`src/rtl/alu_seq_pkg.sv`:
```
// Shared opcodes, flag bit positions and control states for alu_seq.
// The multiply opcode is decoded only when ALU_SEQ_MUL_EN is defined.
package alu_seq_pkg;
    localparam logic [3:0] OP_ADD = 4'b0000;
    localparam logic [3:0] OP_SUB = 4'b0001;
    localparam logic [3:0] OP_AND = 4'b0010;
    localparam logic [3:0] OP_OR  = 4'b0011;
    localparam logic [3:0] OP_XOR = 4'b0100;
    localparam logic [3:0] OP_MUL = 4'b0101;
    localparam logic [3:0] OP_SLL = 4'b1000;
    localparam logic [3:0] OP_ROL = 4'b1001;
    localparam logic [3:0] OP_SRL = 4'b1010;
    localparam logic [3:0] OP_SRA = 4'b1011;
    localparam logic [3:0] OP_IDT = 4'b1100;
    localparam logic [3:0] OP_NON = 4'b1111;

    localparam int FLAG_S = 3;
    localparam int FLAG_Z = 2;
    localparam int FLAG_C = 1;
    localparam int FLAG_V = 0;

    typedef enum logic [1:0] {IDLE, BUSY, DONE} state_t;
endpackage

```
`src/rtl/alu_mul_seq.sv`:
```
// Iterative shift-add unsigned multiplier, one partial-product bit per cycle.
// Only compiled when ALU_SEQ_MUL_EN is defined.
`ifdef ALU_SEQ_MUL_EN
module alu_mul_seq #(
    parameter int WIDTH = 16
) (
    input  logic                 clk,
    input  logic                 rst,
    input  logic                 start,
    input  logic [WIDTH-1:0]     a,
    input  logic [WIDTH-1:0]     b,
    output logic                 done,
    output logic [2*WIDTH-1:0]   product
);
    localparam int CW = $clog2(WIDTH) + 1;

    logic [2*WIDTH-1:0] a_sh;
    logic [2*WIDTH-1:0] acc;
    logic [WIDTH-1:0]   b_sh;
    logic [CW-1:0]      cnt;

    // product is the accumulator after this cycle's step; it is final when done is high
    assign product = acc + (b_sh[0] ? a_sh : '0);
    assign done    = (cnt == CW'(1));

    always_ff @(posedge clk) begin
        if (rst) begin
            a_sh <= '0;
            b_sh <= '0;
            acc  <= '0;
            cnt  <= '0;
        end else if (start) begin
            a_sh <= {{WIDTH{1'b0}}, a};
            b_sh <= b;
            acc  <= '0;
            cnt  <= CW'(WIDTH);
        end else if (cnt != '0) begin
            acc  <= product;
            a_sh <= a_sh << 1;
            b_sh <= b_sh >> 1;
            cnt  <= cnt - CW'(1);
        end
    end
endmodule
`endif

```
`src/rtl/alu_seq.sv`:
```
// Sequential ALU with valid/ready on both sides and registered result/flags.
// ALU_SEQ_MUL_EN adds the multi-cycle unsigned multiply; otherwise 0101 acts as NON.
module alu_seq
    import alu_seq_pkg::*;
#(
    parameter int  WIDTH = 16,
    localparam int SHW   = $clog2(WIDTH)
) (
    input  logic             CLK,
    input  logic             RST,
    input  logic             IN_VALID,
    output logic             IN_READY,
    input  logic [WIDTH-1:0] DATA_A,
    input  logic [WIDTH-1:0] DATA_B,
    input  logic [3:0]       S_ALU,
    output logic             OUT_VALID,
    input  logic             OUT_READY,
    output logic [WIDTH-1:0] ALU_OUT,
    output logic [3:0]       FLAG_OUT,
    output logic             BUSY
);
    localparam logic [SHW:0] W_EXT = (SHW+1)'(WIDTH);

    state_t state, state_nxt;
    logic   accept;
    logic   is_mul;

    function automatic logic [WIDTH+3:0] pack(input logic [WIDTH-1:0] r, input logic c, input logic v);
        logic [3:0] f;
        f[FLAG_S] = r[WIDTH-1];
        f[FLAG_Z] = (r == '0);
        f[FLAG_C] = c;
        f[FLAG_V] = v;
        return {f, r};
    endfunction

    function automatic logic [WIDTH+3:0] alu_op(input logic [3:0] op, input logic [WIDTH-1:0] a,
                                                input logic [WIDTH-1:0] b);
        logic [WIDTH:0]     wide;
        logic [2*WIDTH-1:0] rot;
        logic [SHW-1:0]     amt;
        logic [SHW:0]       hi_idx;
        logic [SHW-1:0]     lo_idx;
        logic [WIDTH-1:0]   r;
        logic               c;
        logic               v;
        amt    = b[SHW-1:0];
        hi_idx = W_EXT - {1'b0, amt};
        lo_idx = amt - SHW'(1);
        wide   = '0;
        rot    = '0;
        r      = '0;
        c      = 1'b0;
        v      = 1'b0;
        case (op)
            OP_ADD: begin
                wide = {1'b0, a} + {1'b0, b};
                r    = wide[WIDTH-1:0];
                c    = wide[WIDTH];
                v    = (a[WIDTH-1] == b[WIDTH-1]) && (r[WIDTH-1] != a[WIDTH-1]);
            end
            OP_SUB: begin
                wide = {1'b0, a} - {1'b0, b};
                r    = wide[WIDTH-1:0];
                c    = wide[WIDTH];
                v    = (a[WIDTH-1] != b[WIDTH-1]) && (r[WIDTH-1] != a[WIDTH-1]);
            end
            OP_AND: r = a & b;
            OP_OR:  r = a | b;
            OP_XOR: r = a ^ b;
            OP_IDT: r = a;
            OP_SLL: begin
                r = a << amt;
                c = (amt != '0) && a[hi_idx[SHW-1:0]];
            end
            OP_ROL: begin
                rot = {a, a} << amt;
                r   = rot[2*WIDTH-1:WIDTH];
                c   = (amt != '0) && r[0];
            end
            OP_SRL: begin
                r = a >> amt;
                c = (amt != '0) && a[lo_idx];
            end
            OP_SRA: begin
                r = $signed(a) >>> amt;
                c = (amt != '0) && a[lo_idx];
            end
            default: r = '0;
        endcase
        return pack(r, c, v);
    endfunction

    assign accept = IN_VALID && IN_READY;

`ifdef ALU_SEQ_MUL_EN
    logic               mul_done;
    logic [2*WIDTH-1:0] mul_prod;

    assign is_mul = (S_ALU == OP_MUL);

    alu_mul_seq #(.WIDTH(WIDTH)) u_mul (
        .clk     (CLK),
        .rst     (RST),
        .start   (accept && is_mul),
        .a       (DATA_A),
        .b       (DATA_B),
        .done    (mul_done),
        .product (mul_prod)
    );
`else
    assign is_mul = 1'b0;
`endif

    always_ff @(posedge CLK) begin
        if (RST) state <= alu_seq_pkg::IDLE;
        else     state <= state_nxt;
    end

    always_comb begin
        state_nxt = state;
        case (state)
            alu_seq_pkg::IDLE:
                if (accept) state_nxt = is_mul ? alu_seq_pkg::BUSY : alu_seq_pkg::DONE;
`ifdef ALU_SEQ_MUL_EN
            alu_seq_pkg::BUSY:
                if (mul_done) state_nxt = alu_seq_pkg::DONE;
`endif
            alu_seq_pkg::DONE:
                if (accept)         state_nxt = is_mul ? alu_seq_pkg::BUSY : alu_seq_pkg::DONE;
                else if (OUT_READY) state_nxt = alu_seq_pkg::IDLE;
            default: state_nxt = alu_seq_pkg::IDLE;
        endcase
    end

    // IN_READY deliberately ignores IN_VALID so upstream can't form a loop through it
    always_comb begin
        IN_READY  = !RST && ((state == alu_seq_pkg::IDLE) ||
                             ((state == alu_seq_pkg::DONE) && OUT_READY));
        OUT_VALID = (state == alu_seq_pkg::DONE);
`ifdef ALU_SEQ_MUL_EN
        BUSY      = (state == alu_seq_pkg::BUSY);
`else
        BUSY      = 1'b0;
`endif
    end

    always_ff @(posedge CLK) begin
        if (RST) begin
            ALU_OUT  <= '0;
            FLAG_OUT <= '0;
        end else if (accept && !is_mul) begin
            {FLAG_OUT, ALU_OUT} <= alu_op(S_ALU, DATA_A, DATA_B);
        end
`ifdef ALU_SEQ_MUL_EN
        else if ((state == alu_seq_pkg::BUSY) && mul_done) begin
            {FLAG_OUT, ALU_OUT} <= pack(mul_prod[WIDTH-1:0], |mul_prod[2*WIDTH-1:WIDTH], 1'b0);
        end
`endif
    end
endmodule

```
`config.mk`:
```
export PLATFORM = sky130hd
export DESIGN_NAME = alu_seq
export DESIGN_NICKNAME = d
export VERILOG_FILES = /design/src/rtl/alu_seq_pkg.sv /design/src/rtl/alu_mul_seq.sv /design/src/rtl/alu_seq.sv
export SDC_FILE = /design/constraint.sdc
export NUM_CORES = 1
export LEC_CHECK = 0
export ABC_CLOCK_PERIOD_IN_PS = 5200
export CORE_ASPECT_RATIO = 1.4
export CORE_UTILIZATION = 59
export DETAILED_ROUTE_END_ITERATION = 10
export PLACE_DENSITY = 0.83
export SLEW_MARGIN = 20
export SYNTH_ARGS = -nofsm -noshare
export SYNTH_HDL_FRONTEND = slang
export SYNTH_HIERARCHICAL = 1
export SYNTH_SLANG_ARGS = --single-unit
```
`constraint.sdc`:
```
create_clock -name CLK -period 5.2 [get_ports CLK]
set_input_delay 0.78 -clock CLK [delete_from_list [all_inputs] [get_ports CLK]]
set_output_delay 0.78 -clock CLK [all_outputs]
set_load 0.1 [all_outputs]
```
==> results by group <==
Job
  • Max-cap violation count: 0

Synth
  • Commonest cells post-synth: ha_1, inv_1, nand2_1
  • Mapped Nets: 808
  • Count leader, synth: ha_1
  • Cells after Synth: 712
  • Top FF cell, synth: dfxtp_1
  • Number of library cell types mapped by synthesis: a little over 80
  • Async set-reset flop share out of synthesis: 0
  • Cell accounting for the most synthesized area: ha_1
  • Number of synthesized flops with an enable pin: 0
  • Sequential area share after synthesis: 0.0718
  • Synth warn: 6
  • Synth top area share: 0.121
  • Synthesized flop and latch total: 20
  • Post-Syn Area per Cell: 7.83 µm²
  • Synth area leaders: ha_1, mux4_2, dfxtp_1
  • Mapped Area: 5580 µm²

STA
  • Final critical-path share of the clock period: 0.846
  • RSZ-0062 raised after global routing: false
  • Skew final: 0.000884 ns
  • Min Tclk post-route: 4.40 ns
  • Fin worst setup slack: 0.800 ns
  • Final Max Slew Viols: 0
  • Highest clock rate: between 200 and 250 MHz
  • Max transition margin: 0.318
  • Final Hold Vio Count: 0
  • Actual transition at the worst max-transition pin: 1.02 ns
  • Setup TNS Final: 0 ns
  • Setup violators final: 0

Setup path
  • CP max FO: 10
  • Worst r2r path cells: 10
  • Critical Path RT: 5.37 ns
  • CP Class: in2reg
  • Critical path startpoint category: input port
  • Worst Setup End Kind: flip-flop
  • Worst Path Arrival: 4.57 ns

Hold path
  • Hold Crit Depth: 2
  • Hold Crit Class: reg2reg

Routing
  • Pre-antenna DRT Iters: 9
  • Detailed Route Iter0 Violations: 732
  • Drt drc: 16
  • Final wirelength: 20.9 mm
  • Via density: 7.46
  • ANT nets after route: 0
  • Routed vias: 6252
  • Post-DR wirelength/cell: 25.0 µm

Clock tree
  • Post-CTS Setup Repair Bufs: 0
  • Maximum root-to-sink buffer count: 2
  • H-tree lvl count: 1
  • Clock Sink Count: 20
  • Cts hold-fix bufs: 0
  • Worst-path clk slew: 0.05 ns
  • CTS-repair resized insts: 0
  • Num CTS Buffers: 3
  • CTS tree: done
  • Clk Latency, worst-skew pair: 0.25 ns
  • Root buf cell: clkbuf_16

Placed design
  • Setup Slack @ Placement: 0.612 ns
  • Final HPWL DP: 16.2 mm
  • Gpl congestion: around 1.0
  • Port bufs: 61

Layout
  • Antenna diodes: 0
  • Multi-input gate area: 4630 µm²
  • Register Area: 400 µm²
  • Area delta synth->final: 11.9%
  • Layout Nets: just over 800
  • Fraction of layout cells with a size suffix above 1: 0.127
  • Fillers: approximately 820

Pwr
  • Pwr dens: 165 nW/µm²
  • Logic pwr share: 0.680
  • Static Leak: about 2.5 nW
  • Cell internal pwr: 519 µW
  • Switching Fraction: 0.496
  • Net Switching: roughly 510 µW
  • Sequential share of power: 0.169
  • Pwr Total: 1.03 mW
  • Clock power share: 0.151
  • Maximum vdd ir drop: 86.2 µV

Floorplanning
  • Core area: 9080 µm²
  • Die X: roughly 84 µm
  • # rows: 41
  • Initial Util: 0.614
  • IO Count: 63
  • Die Y-Extent: 117 µm
  • Die area: 9850 µm²

GRT
  • Initial antenna violation count: 0
  • Overall Global Routing Usage: 0.425
  • Largest net degree at the start of global routing: 56
  • Overflow after GRT: 0
  • Global-route wire length before repair: 32.1 mm
  • Vias in the first global route: 5922

Status
  • Status: finished with violations
  • Failing checks: design-rule violations
-- power by group through the flow --
stage / Sequential (mW) / Combinational [mW] / Clock, mW
after floorplan: 0.273 / 0.395 / 0
after global placement: 0.176 / 0.669 / 0
after detailed placement: 0.177 / 0.679 / 0
after CTS: 0.174 / 0.682 / 0.157
after global routing: 0.175 / 0.735 / 0.161
final: 0.174 / 0.700 / 0.156
-- cells in the final DEF (no fill, tap or decap), types with 9 or more instances in the layout --
master,instances
mux2i_1,37
a221oi_1,10
o211ai_1,9
nor3_1,21
a21oi_1,36
nand3_1,11
dfxtp_1,20
nor2_1,44
clkdlybuf4s50_1,59
o21ai_0,44
nand3b_1,16
nor4_1,10
mux2_2,17
xnor2_1,12
ha_1,54
mux4_2,27
a21o_1,10
buf_4,27
o22ai_1,9
inv_1,49
nand2_1,46
-- stage by stage --
step                cell area (µm²)  utilization  hold WS [ns]  std cells
global route                   6240        0.687         0.501        838
CTS                            6240        0.687         0.481        838
finish                         6240        0.687         0.481        838
detailed placement             6170        0.679         0.457        835
global placement               6170        0.679         0.456        835
floorplan                      5580            -         0.901        712
-- state kept, by name (all words and copies together) (netlist names) --
register and cells:
ALU_OUT 16, FLAG_OUT 3, state 1
-- layout make-up --
cell class,instances,area share
timing repair buffer,88,0.129
clock buffer,3,0.0120
tap,107,0.0215
multi-input combinational,568,0.742
inverter,52,0.0313
sequential,20,0.0642
-- cells by family (layout without fill, tap and decap cells) --
logic type                 count (synthesis)  after routing  synth area share
AOI/OAI and AO/OA                        216            216             0.273
xor gates and xnor gates                  14             14            0.0220
adders and majority gates                 56             56             0.128
buffers and inverters                    124            143            0.0985
DFF                                       20             20            0.0718
muxes                                     84             84             0.216
other                                      1              1          0.000672
and+or+nand+nor                          197            197             0.190
-- critical path, cell delays in order --
cell             delay (ns)
clkdlybuf4s50_1        0.74
inv_1                  0.18
ha_1                   0.37
o21ba_2                0.22
or4_1                  0.44
a21oi_1                0.30
o311ai_1               0.17
o31ai_1                0.33
o221ai_1               0.26
mux2_2                 0.32
a22oi_1                0.19
nand2_1                0.10
o31ai_2                0.17
-- final timing paths --
check	to	from	slack, ns
worst max register to register	FLAG_OUT[2]	state[1]	2.29
worst min-delay path	FLAG_OUT[1]	FLAG_OUT[1]	0.48
worst max-delay path	FLAG_OUT[2]	DATA_A[1]	0.80
worst min register to register	FLAG_OUT[1]	FLAG_OUT[1]	0.48
-- metal layers --
metal  up-vias  routed length (µm)  GRT usage  share of wire
met4         0                1680      0.325          0.080
met3       118                1800     0.0624          0.086
met1      2966                7140      0.448           0.34
li1       2735                   -          -              -
met2       433               10300      0.772           0.49
met5         -                   0          0              0
Note: power is estimated with default switching activity, not from simulation.
